## src/rtl/jtframe_kabuki_pkg.sv

```systemverilog
// Kabuki key layout constants and the byte cipher primitives shared by the
// key store and the decode pipeline.
package jtframe_kabuki_pkg;

    localparam int KEY_W    = 88;
    localparam int KEYB     = 11;
    localparam int XKEY_LSB = 0;
    localparam int AKEY_LSB = 8;
    localparam int S2_LSB   = 24;
    localparam int S1_LSB   = 56;

    function automatic logic [7:0] rol(input logic [7:0] x);
        return {x[6:0], x[7]};
    endfunction

    function automatic logic [1:0] pair_sw(input logic [1:0] p, input logic s);
        return s ? {p[0], p[1]} : p;
    endfunction

    // Only three of every four key bits act as bit selects into h.
    function automatic logic [7:0] swap_a(input logic [7:0] d, input logic [15:0] k,
                                          input logic [7:0] h);
        logic unused_k;
        unused_k = ^{k[15], k[11], k[7], k[3]};
        return {pair_sw(d[7:6], h[k[14:12]]), pair_sw(d[5:4], h[k[10:8]]),
                pair_sw(d[3:2], h[k[6:4]]),   pair_sw(d[1:0], h[k[2:0]])};
    endfunction

    function automatic logic [7:0] swap_b(input logic [7:0] d, input logic [15:0] k,
                                          input logic [7:0] h);
        logic unused_k;
        unused_k = ^{k[15], k[11], k[7], k[3]};
        return {pair_sw(d[7:6], h[k[2:0]]),  pair_sw(d[5:4], h[k[6:4]]),
                pair_sw(d[3:2], h[k[10:8]]), pair_sw(d[1:0], h[k[14:12]])};
    endfunction

    function automatic logic [7:0] kabuki_cipher(input logic [7:0]  d,
                                                 input logic [31:0] s1,
                                                 input logic [31:0] s2,
                                                 input logic [7:0]  xkey,
                                                 input logic [15:0] hit);
        logic [7:0] x;
        x = swap_a(d, s1[15:0], hit[7:0]);
        x = rol(x);
        x = swap_b(x, s1[31:16], hit[7:0]);
        x = x ^ xkey;
        x = rol(x);
        x = swap_b(x, s2[15:0], hit[15:8]);
        x = rol(x);
        x = swap_a(x, s2[31:16], hit[15:8]);
        return x;
    endfunction

endpackage

```

## src/rtl/jtframe_kabuki_pipe_keys.sv

```systemverilog
// Per-bank key staging: bytes shift in at the LSB and the whole word is
// committed atomically once the last byte arrives, so decoding never sees a partial key.
module jtframe_kabuki_pipe_keys #(
    parameter int NBANK = 1,
    parameter int TC    = 11,
    parameter int BW    = 1
) (
    input  logic                                      i_clk,
    input  logic                                      i_rst,
    input  logic                                      i_prog_clr,
    input  logic [BW-1:0]                             i_prog_bank,
    input  logic                                      i_prog_we,
    input  logic [7:0]                                i_prog_data,
    output logic [NBANK*jtframe_kabuki_pkg::KEY_W-1:0] o_keys,
    output logic [NBANK-1:0]                          o_key_ok
);
    import jtframe_kabuki_pkg::*;

    logic [KEY_W-1:0] r_stage [NBANK];
    logic [KEY_W-1:0] r_bank  [NBANK];
    logic [3:0]       r_cnt   [NBANK];
    logic [NBANK-1:0] r_ok;

    always_ff @(posedge i_clk) begin
        if (i_rst) begin
            for (int b = 0; b < NBANK; b++) begin
                r_stage[b] <= '0;
                r_bank[b]  <= '0;
                r_cnt[b]   <= '0;
            end
            r_ok <= '0;
        end else begin
            for (int b = 0; b < NBANK; b++) begin
                if (i_prog_bank == BW'(b)) begin
                    if (i_prog_clr) begin
                        r_cnt[b]   <= '0;
                        r_stage[b] <= '0;
                    end else if (i_prog_we) begin
                        r_stage[b] <= {r_stage[b][KEY_W-9:0], i_prog_data};
                        if (r_cnt[b] == 4'(TC-1)) begin
                            r_bank[b] <= {r_stage[b][KEY_W-9:0], i_prog_data};
                            r_ok[b]   <= 1'b1;
                            r_cnt[b]  <= '0;
                        end else begin
                            r_cnt[b] <= r_cnt[b] + 4'd1;
                        end
                    end
                end
            end
        end
    end

    for (genvar g = 0; g < NBANK; g++) begin : g_out
        assign o_keys[g*KEY_W +: KEY_W] = r_bank[g];
    end
    assign o_key_ok = r_ok;

endmodule

```

## src/rtl/jtframe_kabuki_pipe.sv

```systemverilog
// Two-stage Kabuki decryptor between the Z80 ROM path and the CPU data bus:
// stage 1 computes the address hash and latches the key, stage 2 registers the byte.
module jtframe_kabuki_pipe #(
    parameter int          AW       = 16,
    parameter logic [15:0] DATA_XOR = 16'h1fc0,
    parameter int          NBANK    = 1,
    parameter int          KEYB     = 11,
    localparam int         BW       = (NBANK > 1) ? $clog2(NBANK) : 1
) (
    input  logic             i_clk,
    input  logic             i_rst,
    input  logic             i_prog_clr,
    input  logic [BW-1:0]    i_prog_bank,
    input  logic             i_prog_we,
    input  logic [7:0]       i_prog_data,
    input  logic [BW-1:0]    i_key_sel,
    input  logic             i_en,
    input  logic             i_req,
    input  logic             i_m1_n,
    input  logic [AW-1:0]    i_addr,
    input  logic [7:0]       i_din,
    output logic [7:0]       o_dout,
    output logic             o_dout_ok,
    output logic [NBANK-1:0] o_key_ok
);
    import jtframe_kabuki_pkg::*;

    logic [NBANK*KEY_W-1:0] w_keys;
    logic [NBANK-1:0]       w_key_ok;

    jtframe_kabuki_pipe_keys #(
        .NBANK (NBANK),
        .TC    (KEYB),
        .BW    (BW)
    ) u_keys (
        .i_clk       (i_clk),
        .i_rst       (i_rst),
        .i_prog_clr  (i_prog_clr),
        .i_prog_bank (i_prog_bank),
        .i_prog_we   (i_prog_we),
        .i_prog_data (i_prog_data),
        .o_keys      (w_keys),
        .o_key_ok    (w_key_ok)
    );

    // Pad to a power of two so any key_sel value indexes safely; absent banks bypass.
    logic [KEY_W-1:0]  w_bank [2**BW];
    logic [2**BW-1:0]  w_ok_pad;

    for (genvar g = 0; g < 2**BW; g++) begin : g_pad
        if (g < NBANK) begin : g_real
            assign w_bank[g]   = w_keys[g*KEY_W +: KEY_W];
            assign w_ok_pad[g] = w_key_ok[g];
        end else begin : g_zero
            assign w_bank[g]   = '0;
            assign w_ok_pad[g] = 1'b0;
        end
    end

    logic [KEY_W-1:0] w_key;
    logic [15:0]      w_a;
    logic [15:0]      w_akey;
    logic [15:0]      w_hit;

    assign w_key  = w_bank[i_key_sel];
    assign w_a    = i_addr[15:0];
    assign w_akey = w_key[AKEY_LSB +: 16];
    assign w_hit  = i_m1_n ? ((w_a ^ DATA_XOR) + w_akey + 16'd1) : (w_a + w_akey);

    logic        r_st1_vld;
    logic        r_st1_byp;
    logic [15:0] r_st1_hit;
    logic [7:0]  r_st1_din;
    logic [31:0] r_st1_s1;
    logic [31:0] r_st1_s2;
    logic [7:0]  r_st1_xkey;
    logic [7:0]  r_dout;
    logic        r_dout_ok;

    always_ff @(posedge i_clk) begin
        if (i_rst) begin
            r_st1_vld  <= 1'b0;
            r_st1_byp  <= 1'b1;
            r_st1_hit  <= '0;
            r_st1_din  <= '0;
            r_st1_s1   <= '0;
            r_st1_s2   <= '0;
            r_st1_xkey <= '0;
            r_dout     <= '0;
            r_dout_ok  <= 1'b0;
        end else begin
            r_st1_vld  <= i_req;
            r_st1_byp  <= !i_en || !w_ok_pad[i_key_sel];
            r_st1_hit  <= w_hit;
            r_st1_din  <= i_din;
            r_st1_s1   <= w_key[S1_LSB +: 32];
            r_st1_s2   <= w_key[S2_LSB +: 32];
            r_st1_xkey <= w_key[XKEY_LSB +: 8];
            r_dout_ok  <= r_st1_vld;
            if (r_st1_vld) begin
                r_dout <= r_st1_byp ? r_st1_din
                        : kabuki_cipher(r_st1_din, r_st1_s1, r_st1_s2, r_st1_xkey, r_st1_hit);
            end
        end
    end

    assign o_dout    = r_dout;
    assign o_dout_ok = r_dout_ok;
    assign o_key_ok  = w_key_ok;

endmodule
```

## config.mk

```make
export PLATFORM = sky130hd
export DESIGN_NAME = jtframe_kabuki_pipe
export DESIGN_NICKNAME = d
export VERILOG_FILES = /design/src/rtl/jtframe_kabuki_pkg.sv /design/src/rtl/jtframe_kabuki_pipe_keys.sv /design/src/rtl/jtframe_kabuki_pipe.sv
export SDC_FILE = /design/constraint.sdc
export NUM_CORES = 1
export LEC_CHECK = 0
export CORE_MARGIN = 1
export CORE_UTILIZATION = 55
export DETAILED_ROUTE_END_ITERATION = 8
export DONT_BUFFER_PORTS = 1
export MAX_ROUTING_LAYER = met4
export PLACE_DENSITY_LB_ADDON = 0.08
export SKIP_LAST_GASP = 1
export SYNTH_ARGS = -nofsm -noshare
export SYNTH_HDL_FRONTEND = slang
export SYNTH_SLANG_ARGS = --single-unit
```

## constraint.sdc

```tcl
create_clock -name i_clk -period 8.3 [get_ports i_clk]
set_input_delay 0.415 -clock i_clk [delete_from_list [all_inputs] [get_ports i_clk]]
set_output_delay 0.415 -clock i_clk [all_outputs]
set_load 0.01 [all_outputs]
```

### Word-level counts from Yosys, hierarchy flattened

Memories as Yosys holds them, arrays and structs flattened.
Cells that the tools add are included.

* bits in registers: 106
* bits in writable memories: 180
* bits of input ports: 41
* output and inout port bits: 10
* logic and storage cells: 141
* memories kept: 3

Memories
* u_keys.r_bank: words 1, bits a word 88, rd ports 1, clocked after memory_dff 0, wr ports 1, line jtframe_kabuki_pipe_keys.sv:20 `logic [KEY_W-1:0] r_bank [NBANK];`
* u_keys.r_stage: words 1, bits a word 88, rd ports 1, clocked after memory_dff 0, wr ports 1, line jtframe_kabuki_pipe_keys.sv:19 `logic [KEY_W-1:0] r_stage [NBANK];`
* u_keys.r_cnt: words 1, bits a word 4, rd ports 1, clocked after memory_dff 0, wr ports 1, line jtframe_kabuki_pipe_keys.sv:21 `logic [3:0] r_cnt [NBANK];`

* add/subtract/negate cells: 4
* order comparisons: 18
* eq/ne operators: 1
* muxes and demuxes: 90
* bitwise operators: 5
* reduce and logical (&&, ||, !) cells: 10

Operators with widths (number)
* $mux W88: 3
* $reduce_or A88 Y1: 3
* $mux W87: 3
* $lt A3 B4 Y1 const B: 16
* $bmux W1 S3: 16
* $mux W1: 47
* $add A16 B16 Y16: 2
* $mux W2: 16
* $add A16 B1 Y16 const B: 1
* $mux W16: 1
* $mux W4: 3
* $reduce_or A4 Y1: 3
* $mux W8: 1
* $xor A8 B8 Y8: 1
* $not A7 Y7: 1
* $add A4 B1 Y4 const B: 1
* $eq A4 B4 Y1 const B: 1
* $reduce_and A4 Y1: 1
* $ge A2 B2 Y1 const B: 1
* $logic_not A1 Y1: 2
* $lt A1 B2 Y1 const B: 1
* $not A1 Y1: 2
* $not A1 Y2: 1
* $logic_or A1 B1 Y1: 1

### Logic depth before layout (Yosys ltp)

Gate-level depths: netlist (run 1).
An unclocked memory read counts as a cell.

* word-level depth: 11
* mapped depth: 17

### Cells and area by module

A second synthesis (run 1) with hierarchy kept.

* cell total of the unflattened synthesis: 947
* area total of the unflattened synthesis: 12021.5 um^2

Modules (own cells, without submodules)
* jtframe_kabuki_pipe_keys: instances 1, cells an instance 379, area an instance 6485.0 um^2, sequential area each 5185.0 um^2
* jtframe_kabuki_pipe: instances 1, cells an instance 568, area an instance 5536.6 um^2, sequential area each 1821.7 um^2

### Least setup slack after synthesis (run 1)

No wires, ideal clock.

* path type: input to register
* start: in i_prog_clr
* end: mem u_keys.r_stage[0][0], enable pin
* setup time: 499 ps
* data arrival time: 3434 ps
* data required time: 7801 ps
* path slack: 4366 ps
* cell stages on the path: 2
* buffers on the path: 0
* path through: nor2_1 > o21bai_1

* word-level cells in the longest chain between the ends: 7
* elaborated cells between the ends (all ways): 12
* classes of those cells: 10 x mux; 2 x reduce/logical

RTL lines
* start, declared: line jtframe_kabuki_pipe.sv:12 `input logic i_prog_clr,`
* $mux W1: line jtframe_kabuki_pipe_keys.sv:35 `if (i_prog_clr) begin`
* $mux W1: line jtframe_kabuki_pipe_keys.sv:34 `if (i_prog_bank == BW'(b)) begin`
* $mux W1: line jtframe_kabuki_pipe_keys.sv:25 `if (i_rst) begin`
* $mux W1 (not written as such): line jtframe_kabuki_pipe_keys.sv:37 `r_stage[b] <= '0;`
* $reduce_or A88 Y1 (no line)
* $mux W1 (no line)
* $mux W1 (no line) (*)
* end, declared: line jtframe_kabuki_pipe_keys.sv:19

Mark *: on every way between the ends. The rest lies on a longest branch, timed or not.

### Final worst setup path (run 1)

* start: mem u_keys.r_bank[0][8]
* end: reg r_st1_hit[14]

* word-level cells in the longest chain between the ends: 7
* elaborated cells between the ends (all ways): 8
* classes of those cells: 3 x add/sub; 4 x mux; 1 x memory

RTL lines
* start, declared: line jtframe_kabuki_pipe_keys.sv:20
* $mem_v2 Z1 W88 (*)
* $mux W87 (not written as such) (*) (3 in series): line jtframe_kabuki_pipe.sv:65 `assign w_key = w_bank[i_key_sel];`
* $add A16 B16 Y16: line jtframe_kabuki_pipe.sv:68 `assign w_hit = i_m1_n ? ((w_a ^ DATA_XOR) + w_akey + 16'd1) : (w_a + w_akey);`
* $add A16 B1 Y16: line jtframe_kabuki_pipe.sv:68
* $mux W16 (*): line jtframe_kabuki_pipe.sv:68
* end signal, assigned: line jtframe_kabuki_pipe.sv:94 `r_st1_hit <= w_hit;`
* end, declared: line jtframe_kabuki_pipe.sv:72 `logic [15:0] r_st1_hit;`

Mark *: on every way between the ends. The rest lies on a longest branch, timed or not. The select of a mux whose other input is x is not followed.
A chain may end at the register's enable or synchronous reset.

==> impl_metrics.ini, run 1 <==
[clock_network]
cts-root-buf = sky130_fd_sc_hd__clkbuf_16
insertion_delay_ns = 0.52
cts.hold.buffers_added = 3
number_of_clock_sinks = 232
ctsHtreeMaxLevel = 1
cts-buffers-inserted = 25
cts_tree = yes
cts_resized = 0
postCtsSetupBuffers = 0
path_clk_slew_ns = 0.06
clockBufferDepth = 3

[global_route]
use_met1_pct = 32.8
grtUsageMet2_pct = 38.9
grt_usage_pct = 24.4
wire_length_of_the_first_global_routing_pass_um = 39500
pin_count_of_the_biggest_net_entering_global_routing = 138
grt_most_used_layer = met2
grt_antenna_before_repair = 0
grt_overflow_total = 0
vias_in_the_first_global_route = 7059
use_met3_pct = 4.10

[floorplan]
number_of_placement_rows = 52
floorplan.initialDensity_pct = 56.6
chipWidth_um = 147
fp.dieH_um = 147
io_pins = 51
design.die.area_sq_um = 21600
placeableCoreArea_sq_um = 20400

[critical_path]
crit_path_depth = 13
criticalPathCategory = reg2reg
cp_num_buf_inv = 2
start_kind = flip-flop
crit_required_ns = 8.71
crit_fanout = 3
ff_to_ff_path_depth = 13
worst_path_max_delay_cell = sky130_fd_sc_hd__edfxtp_1
critPathMaxStageDelay_ns = 0.40
crit_arrival_ns = 3.49
timing.critical_path.to_type = flip-flop
critical_path.top_delay_family = compound AO/OA/AOI/OAI gates
critical_path.cell_chain = nand2b_1, inv_1, ha_1, inv_1, fa_1, nand2b_1, a21oi_1, o221ai_1, a21boi_1, a211oi_1, o41ai_1, o221ai_1, mux2_1

[logic_synthesis]
synthesis.area_per_instance_sq_um = 11.7
cell_types_occupying_the_most_area_after_synthesis = sky130_fd_sc_hd__edfxtp_1 36%, sky130_fd_sc_hd__dfxtp_1 16%, sky130_fd_sc_hd__and2_1 6.7%
yosys-mux-area-fraction_pct = 9.32
yosys_most_used_dff = sky130_fd_sc_hd__edfxtp_1
yosys.area_share.simple_pct = 24.8
area_share_of_xor_xnor_cells_in_the_synthesized_design_pct = 1.59
synth-edff-count = 140
yosys.area.top_type_share_pct = 36.4
area_share_of_fa_ha_maj_cells_after_synthesis_pct = 2.31
synth_area_sq_um = 11600
synth_top_family_by_area = simple AND/OR/NAND/NOR gates
sequential_share_of_the_synthesized_area_pct = 52.3
synth_fp_nets = 1042
synth.largest_area_cell = sky130_fd_sc_hd__edfxtp_1
synthesis.instances = 985
synthesized_flop_and_latch_total = 232
ys_async_sr_fraction_pct = 0
synth_compound_gate_area_share_pct = 6.96
synth_cell_type_count = 74
synth-warning-count = 0

[sta]
final.setup.tns_ns = 0
timing_hold_violations_final = 0
rsz_0062_raised_after_global_routing = false
period_share_pct = 37.1
layout_min_cycle_time_ns = 3.08
worst_slew_margin_rel_pct = 20.8
setup_slack_ns = 5.22
fmax_ghz = 0.324
worst-slew-pin-transition_ns = 1.16
report.final.setup_viol = 0
fin_skew_ns = 0.00832
report.final.slew_viol_count = 0

[run]
maxCapViolCount = 0

[pwr]
p_leak_nw = 4.95
power_density_nw_per_um2 = 211
totalPowerFinal_mw = 2.64
ir_drop_uv = 168

[drt]
detail_route.vias_per_cell = 6.03
drt.antenna.violating_nets = 0
drt_first_iter_violations = 453
drc = 0
detail_route.wirelength_um = 25500
route.vias.total = 7510
wl_per_cell_um = 20.5
drt_pass1_iterations = 5

[outcome]
status = finished clean

[layout]
postLayoutCellArea_sq_um = 12500
insertedDiodeCount = 0
finalNetCount = 1014
flow.area_growth_from_synthesis_pct = 8.38
layout-drive-gt1-share_pct = 9.73

[place]
dpl_worst_slack_ns = 5.18
place.gp.congestion = 0.843
postPlaceCellArea_sq_um = 11700
portBuffers = 0
hpwl_after_dpl_um = 17100

[min_path]
worstHoldPathType = in2reg
worstHoldPathCells = 1
## path summary, 6_finish.rpt
| kind | from | slack, ns | to |
|---|---|---|---|
| max | u_keys.r_bank[0][8] | 5.22 | r_st1_hit[14] |
| min | i_din[0] | 0.03 | r_st1_din[0] |
| max reg2reg | u_keys.r_bank[0][8] | 5.22 | r_st1_hit[14] |
| min reg2reg | u_keys.r_bank[0][58] | 0.43 | r_st1_s1[2] |
## state kept, by name (all words and copies together), names as in the netlist
| register | cells |
|---|---|
| o_dout | 8 |
| o_dout_ok | 1 |
| r_st1_byp | 1 |
| r_st1_din | 8 |
| r_st1_hit | 16 |
| r_st1_s1 | 24 |
| r_st1_s2 | 24 |
| r_st1_vld | 1 |
| r_st1_xkey | 8 |
| u_keys.o_key_ok | 1 |
| u_keys.r_bank | 72 |
| u_keys.r_cnt | 4 |
| u_keys.r_stage | 64 |
## cell type report
cell class              count  area, sq um
clock inverters             5         43.8
inverters                  20         75.1
repair buffers              7         70.1
well taps                 270          338
clock buffers              41          726
fillers                  1619         7910
flip-flops and latches    232         6050
multi-input cells         671         5230
## cell usage in the layout (no fill, tap or decap), types with 8 or more instances in the layout
| master | count |
|---|---|
| sky130_fd_sc_hd__mux4_2 | 27 |
| sky130_fd_sc_hd__and4b_1 | 9 |
| sky130_fd_sc_hd__nor4bb_1 | 22 |
| sky130_fd_sc_hd__nor2b_1 | 35 |
| sky130_fd_sc_hd__mux2i_1 | 14 |
| sky130_fd_sc_hd__a21oi_1 | 23 |
| sky130_fd_sc_hd__xor2_1 | 8 |
| sky130_fd_sc_hd__o21ai_1 | 8 |
| sky130_fd_sc_hd__ha_1 | 14 |
| sky130_fd_sc_hd__nor4b_1 | 16 |
| sky130_fd_sc_hd__inv_1 | 20 |
| sky130_fd_sc_hd__xnor2_1 | 13 |
| sky130_fd_sc_hd__nand2b_1 | 15 |
| sky130_fd_sc_hd__dfxtp_1 | 92 |
| sky130_fd_sc_hd__clkbuf_16 | 25 |
| sky130_fd_sc_hd__and3_1 | 72 |
| sky130_fd_sc_hd__and2_1 | 123 |
| sky130_fd_sc_hd__clkbuf_1 | 12 |
| sky130_fd_sc_hd__nand2_1 | 25 |
| sky130_fd_sc_hd__nor2_1 | 58 |
| sky130_fd_sc_hd__nand3_1 | 17 |
| sky130_fd_sc_hd__nor3_1 | 10 |
| sky130_fd_sc_hd__or4_1 | 13 |
| sky130_fd_sc_hd__o21ai_0 | 20 |
| sky130_fd_sc_hd__edfxtp_1 | 140 |
## power breakdown
group	internal (mW)	switching, mW
clock	0.600	0.438
sequential	1.27	0.0495
combinational	0.125	0.152
total	2.00	0.640
## routing by layer
| layer | vias to the layer above | wire, um | part of all wire (%) |
|---|---|---|---|
| li1 | 3622 | - | - |
| met1 | 3660 | 11800 | 46 |
| met2 | 199 | 12100 | 47 |
| met3 | 29 | 1290 | 5.0 |
| met4 | 0 | 404 | 1.6 |
| met5 | - | 0 | 0 |
## metrics by stage
step | cells | hold slack, ns | utilization [%]
after detailed placement | 1197 | 0.425 | 57.3
after floorplan | 985 | 0.420 | -
after global routing | 1246 | 0.0132 | 61.3
after global placement | 1197 | 0.424 | 57.3
final | 1246 | 0.0265 | 61.3
after CTS | 1246 | 0.00487 | 61.3
## Yosys cell counts, types with 17 or more instances
cell type	n
sky130_fd_sc_hd__and2_1	123
sky130_fd_sc_hd__inv_1	20
sky130_fd_sc_hd__nor2b_1	35
sky130_fd_sc_hd__mux4_2	27
sky130_fd_sc_hd__dfxtp_1	92
sky130_fd_sc_hd__and3_1	72
sky130_fd_sc_hd__a21oi_1	23
sky130_fd_sc_hd__nor2_1	60
sky130_fd_sc_hd__nand2_1	25
sky130_fd_sc_hd__nand3_1	17
sky130_fd_sc_hd__clkbuf_1	55
sky130_fd_sc_hd__edfxtp_1	140
sky130_fd_sc_hd__o21ai_0	20
sky130_fd_sc_hd__nor4bb_1	22
## cells by family after synthesis
| family | count (synthesis) |
|---|---|
| xor+xnor | 21 |
| simple gates | 452 |
| flops | 232 |
| mux | 58 |
| compound gates | 119 |
| fa+ha+maj | 21 |
| buf+inv | 82 |
Note: power is estimated with default switching activity, not from simulation.
==> inputs of run 2 (changes only) <==
- clock period: 8.3 -> 2.65 ns (I/O delays scaled with it)
==> run 2 against run 1 <==
  * The run now ends with negative hold slack, negative setup slack left
  * Clock power increased to 3.4 times the previous value
  * Routed wire length grew 9.0%
  * Final cell count up 8.4%
  * Count of clock-buffer cells in the layout is 7 lower
  * Power rose to 3.4 times the previous value
  * Utilization grew 7.4 points
  * Critical endpoint unchanged
==> impl_metrics.ini, run 2 (synthesized netlist as in run 1, its figures left out) <==
[layout]
layout_commonest_cell = sky130_fd_sc_hd__edfxtp_1
layout-drive-gt1-share_pct = 23.6
postLayoutCellArea_sq_um = 14000
largestRegisters = u_keys.r_bank (72), u_keys.r_stage (64)
largest_reg_flops = 72
finalNetCount = 1120
layout_common_cells = 140 x sky130_fd_sc_hd__edfxtp_1, 122 x sky130_fd_sc_hd__and2_1, 86 x sky130_fd_sc_hd__dfxtp_1
insertedDiodeCount = 0
nFillCells = 1467
largest_register = u_keys.r_bank
flow.area_growth_from_synthesis_pct = 21.4
postLayoutCoreUtil_pct = 68.7

[place]
portBuffers = 0
postPlaceCellArea_sq_um = 12300
hpwl_after_dpl_um = 18700
place.gp.congestion = 0.893

[sta]
report.final.setup_viol = 9
timing_hold_violations_final = 15
report.final.slew_viol_count = 0
period_share_pct = 111
layout_min_cycle_time_ns = 2.94
worst-slew-pin-transition_ns = 0.877
fmax_ghz = 0.340
fin_skew_ns = 0.0212
finalHoldWorstSlack_ns = -0.331
worst_slew_margin_rel_pct = 39.9
setup_slack_ns = -0.288
rsz_0062_raised_after_global_routing = true

[critical_path]
ff_to_ff_path_depth = 10
regToRegEndpoint = r_st1_hit[14]
r2r_slack_ns = -0.29
worst_path_max_delay_cell = sky130_fd_sc_hd__edfxtp_1
timing.critical_path.to_type = flip-flop
crit_fanout = 4
critical_path.top_delay_family = compound AO/OA/AOI/OAI gates
start_kind = flip-flop
critPathMaxStageDelay_ns = 0.37
cp_num_buf_inv = 0
criticalPathCategory = reg2reg
timing.rr.start = u_keys.r_bank[0][13]
crit_arrival_ns = 3.34
crit_required_ns = 3.05
critical_path.cell_chain = nor2b_1, ha_1, nand3_2, o211a_1, a211o_1, maj3_2, o2111a_1, nor3_1, o221ai_1, mux2_1

[drt]
wl_per_cell_um = 20.6
drc = 0
route.vias.total = 8022
detail_route.wirelength_um = 27800
drt_pass1_iterations = 5
drt.antenna.violating_nets = 0
drt_first_iter_violations = 752
detail_route.vias_per_cell = 5.94

[run]
maxCapViolCount = 0

[floorplan]
floorplan.initialDensity_pct = 56.6
placeableCoreArea_sq_um = 20400
chipWidth_um = 147
io_pins = 51
design.die.area_sq_um = 21600
number_of_placement_rows = 52
fp.dieH_um = 147

[pwr]
power_density_nw_per_um2 = 637
p_leak_nw = 5.56
ir_drop_uv = 624

[global_route]
grt_antenna_before_repair = 0
wire_length_of_the_first_global_routing_pass_um = 44000
grt_most_used_layer = met2
grtUsageMet2_pct = 41.9
pin_count_of_the_biggest_net_entering_global_routing = 137
grt_usage_pct = 26.9
use_met3_pct = 4.78
use_met1_pct = 36.2
grt_overflow_total = 0
vias_in_the_first_global_route = 8051

[clock_network]
number_of_clock_sinks = 232
path_clk_slew_ns = 0.07
cts.hold.buffers_added = 35
cts_tree = yes
ctsHtreeMaxLevel = 1
cts-buffers-inserted = 24
insertion_delay_ns = 0.53
cts-root-buf = sky130_fd_sc_hd__clkbuf_16
clockBufferDepth = 3

[outcome]
status = complete, but fails checks
failed_checks = negative hold slack, negative setup slack

[min_path]
worst_hold_end = r_st1_hit[12]
worstHoldPathCells = 1
worstHoldStart = i_rst
worstHoldPathType = in2reg
-- run 2: timing repair --
action	in CTS	in global routing
hold endpoints to repair	71	15
pin swaps	30	33
setup endpoints to repair	15	18
gates resized for setup	50	51
buffers inserted	8	5
-- run 2: how the worst max path moves through the flow --
stage               slack, ns  cells past startpoint            startpoint             to
floorplan               -0.42                     16             i_key_sel  r_st1_hit[14]
global placement        -0.22                     13   u_keys.r_bank[0][8]  r_st1_hit[14]
detailed placement      -0.33                     13   u_keys.r_bank[0][8]  r_st1_hit[14]
CTS                     -0.29                     14   u_keys.r_bank[0][8]  r_st1_hit[14]
global route            -0.42                     10  u_keys.r_bank[0][13]  r_st1_hit[14]
finish                  -0.29                     10  u_keys.r_bank[0][13]  r_st1_hit[14]
-- run 2: routing by layer --
layer / part of all wire (%) / vias to the layer above / wire, um
met1: 44 / 3965 / 12200
li1: - / 3810 / -
met5: 0 / - / 0
met3: 6.0 / 46 / 1670
met2: 48 / 201 / 13200
met4: 2.6 / 0 / 715
-- run 2: area by class of cell --
| cell class | count | area (sq um) | share of cell area, % |
|---|---|---|---|
| flip-flops and latches | 232 | 6060 | 43.2 |
| repair buffers | 114 | 1040 | 7.44 |
| clock inverters | 10 | 135 | 0.963 |
| clock buffers | 34 | 733 | 5.23 |
| well taps | 270 | 338 | 2.41 |
| multi-input cells | 671 | 5650 | 40.3 |
| inverters | 20 | 75.1 | 0.535 |
-- run 2: worst reg2reg max path: stages, from the launching register on --
cell	delay, ns
sky130_fd_sc_hd__edfxtp_1	0.37
sky130_fd_sc_hd__nor2b_1	0.16
sky130_fd_sc_hd__ha_1	0.35
sky130_fd_sc_hd__nand3_2	0.10
sky130_fd_sc_hd__o211a_1	0.28
sky130_fd_sc_hd__a211o_1	0.29
sky130_fd_sc_hd__maj3_2	0.34
sky130_fd_sc_hd__o2111a_1	0.26
sky130_fd_sc_hd__nor3_1	0.19
sky130_fd_sc_hd__o221ai_1	0.14
sky130_fd_sc_hd__mux2_1	0.34
-- run 2: power by group --
group	internal [mW]	total, mW	switching, mW
Sequential	3.99	4.13	0.148
Combinational	0.621	1.22	0.600
Clock	2.15	3.58	1.43
-- run 2: through the flow --
stage / setup slack [ns] / std cells / setup TNS (ns) / power, mW
after floorplan: -0.423 / 985 / -0.846 / 4.87
after global placement: -0.217 / 1261 / -1.36 / 5.17
after detailed placement: -0.331 / 1261 / -2.46 / 5.21
after CTS: -0.287 / 1348 / -0.665 / 8.89
after global routing: -0.424 / 1351 / -2.55 / 9.24
final: -0.288 / 1351 / -0.821 / 8.93
==> inputs of run 3 (changes only) <==
- REMOVE_ABC_BUFFERS: unset -> 1
==> run 3 against run 2 <==
  * The flow still finishes with violations (negative hold slack, negative setup slack)
  * Global-route usage shrank 1.0 points
  * Via count shrank 0.72%
  * Cell area shrank 0.62%
  * First-iteration DRC count shrank 45%
  * Sequential power is essentially flat
  * Critical endpoint unchanged
  * Largest power group unchanged
  * Highest routed layer unchanged
==> impl_metrics.ini, run 3 (synthesized netlist as in run 1, its figures left out) <==
[global_route]
grt_usage_pct = 25.9
grt_antenna_before_repair = 0
pin_count_of_the_biggest_net_entering_global_routing = 85
grt_overflow_total = 0
wire_length_of_the_first_global_routing_pass_um = 42600
vias_in_the_first_global_route = 7818

[critical_path]
regToRegEndpoint = r_st1_hit[14]
crit_required_ns = 3.05
critical_path.cell_chain = nor2b_1, ha_1, nand3_2, o211a_1, a211o_1, maj3_2, o2111a_1, nor3_2, o221ai_1, mux2_1
ff_to_ff_path_depth = 10
crit_fanout = 4
crit_arrival_ns = 3.33
timing.critical_path.to_type = flip-flop
start_kind = flip-flop
worst_path_max_delay_cell = sky130_fd_sc_hd__edfxtp_1
cp_num_buf_inv = 0
critical_path.top_delay_family = compound AO/OA/AOI/OAI gates
r2r_slack_ns = -0.28
criticalPathCategory = reg2reg
critPathMaxStageDelay_ns = 0.36
timing.rr.start = u_keys.r_bank[0][13]

[min_path]
worstHoldPathType = in2reg
worst_hold_end = r_st1_hit[12]
worstHoldStart = i_rst
worstHoldPathCells = 1

[drt]
drc = 0
drt_first_iter_violations = 410
detail_route.wirelength_um = 27100
drt_pass1_iterations = 6
detail_route.vias_per_cell = 5.89
drt.antenna.violating_nets = 0
route.vias.total = 7964
wl_per_cell_um = 20.0

[place]
place.gp.congestion = 0.871
hpwl_after_dpl_um = 18200
portBuffers = 0
placed_cells_incl_taps = 1252

[sta]
period_share_pct = 110
worst-slew-pin-transition_ns = 0.891
rsz_0062_raised_after_global_routing = true
fin_skew_ns = 0.0254
timing_hold_violations_final = 13
finalHoldWorstSlack_ns = -0.308
layout_min_cycle_time_ns = 2.93
worst_slew_margin_rel_pct = 40.6
report.final.setup_viol = 10
setup_slack_ns = -0.276
fmax_ghz = 0.342
report.final.slew_viol_count = 0

[layout]
layout_commonest_cell = sky130_fd_sc_hd__edfxtp_1
largestRegisters = u_keys.r_bank (72), u_keys.r_stage (64)
layout-drive-gt1-share_pct = 23.4
finalNetCount = 1121
insertedDiodeCount = 0
postLayoutCoreUtil_pct = 68.3
largest_reg_flops = 72
post_layout_nonfiller_instances = 1353
largest_register = u_keys.r_bank
flow.area_growth_from_synthesis_pct = 20.7
layout_common_cells = 140 x sky130_fd_sc_hd__edfxtp_1, 122 x sky130_fd_sc_hd__and2_1, 80 x sky130_fd_sc_hd__dfxtp_1

[pwr]
totalPowerFinal_mw = 8.99
p_leak_nw = 5.53
ir_drop_uv = 611
power_density_nw_per_um2 = 645

[floorplan]
chipWidth_um = 147
placeableCoreArea_sq_um = 20400
io_pins = 51
number_of_placement_rows = 52
floorplan.initialDensity_pct = 56.6
design.die.area_sq_um = 21600
fp.dieH_um = 147

[clock_network]
number_of_clock_sinks = 232
path_clk_slew_ns = 0.07
insertion_delay_ns = 0.52
cts.hold.buffers_added = 34
ctsHtreeMaxLevel = 1
cts-root-buf = sky130_fd_sc_hd__clkbuf_16
cts_tree = yes
clockBufferDepth = 3
cts-buffers-inserted = 25

[run]
maxCapViolCount = 0

[outcome]
status = complete, but fails checks
failed_checks = negative hold slack, negative setup slack
==> run 3: cell types whose count changed in the layout (fill, tap and decap cells not counted), sizes merged <==
cell         before  now
clkbuf           34   32
clkinvlp          0    1
buf              79   80
bufinv            2    4
clkinv            6    7
dlygate4sd3      35   34
==> run 3: stage by stage <==
step | setup TNS [ns] | hold slack [ns] | setup slack, ns | instance area, sq um
floorplan | -274.63 | 0.202 | -1.20 | 11300
global placement | -1.95 | 0.215 | -0.253 | 12200
detailed placement | -2.48 | 0.220 | -0.286 | 12200
CTS | -0.807 | -0.341 | -0.225 | 13600
global route | -2.64 | -0.323 | -0.450 | 13900
finish | -1.12 | -0.308 | -0.276 | 13900
==> run 3: worst max-delay path by stage <==
stage | start | to | slack (ns) | depth (start not counted)
5_1_grt | u_keys.r_bank[0][13] | r_st1_hit[12] | -0.45 | 10
4_1_cts | u_keys.r_bank[0][13] | r_st1_hit[14] | -0.22 | 10
6_report | u_keys.r_bank[0][13] | r_st1_hit[14] | -0.28 | 10
2_1_floorplan | u_keys.r_cnt[0][0] | u_keys.r_bank[0][0] | -1.20 | 5
3_5_place_dp | r_st1_s1[4] | o_dout[7] | -0.29 | 8
3_3_place_gp | u_keys.r_bank[0][12] | r_st1_hit[11] | -0.25 | 12
==> run 3: layer usage <==
metal | vias to the layer above | part of all wire, % | GRT usage [%]
li1 | 3819 | - | -
met1 | 3916 | 46 | 36.0
met2 | 196 | 47 | 41.0
met3 | 33 | 5.4 | 3.51
met4 | 0 | 1.4 | 5.36
met5 | - | 0 | -
==> run 3: timing repair <==
| item | 4_1_cts | 5_1_grt |
|---|---|---|
| endpoints found under the hold margin | 60 | 13 |
| cloned | 0 | 0 |
| setup endpoints to repair | 14 | 17 |
| pin swaps | 22 | 37 |
| buffers inserted | 6 | 17 |
| resized for setup | 65 | 46 |
==> run 3: cell type report <==
class                   instances  area, sq um
fillers                      1500         6490
inverters                      20         75.1
clock inverters                14          194
repair buffers                114         1040
flip-flops and latches        232         6060
clock buffers                  32          672
multi-input cells             671         5570
well taps                     270          338
==> run 3: worst register-to-register path, stage by stage (launching register included) <==
cell,delay (ns)
sky130_fd_sc_hd__edfxtp_1,0.36
sky130_fd_sc_hd__nor2b_1,0.14
sky130_fd_sc_hd__ha_1,0.35
sky130_fd_sc_hd__nand3_2,0.11
sky130_fd_sc_hd__o211a_1,0.28
sky130_fd_sc_hd__a211o_1,0.32
sky130_fd_sc_hd__maj3_2,0.34
sky130_fd_sc_hd__o2111a_1,0.28
sky130_fd_sc_hd__nor3_2,0.18
sky130_fd_sc_hd__o221ai_1,0.13
sky130_fd_sc_hd__mux2_1,0.33
==> run 3: where the power goes <==
group / internal [mW] / total [mW] / switching, mW
Sequential: 3.99 / 4.14 / 0.149
Clock: 2.20 / 3.60 / 1.41
Combinational: 0.648 / 1.24 / 0.597
Total: 6.84 / 8.99 / 2.15
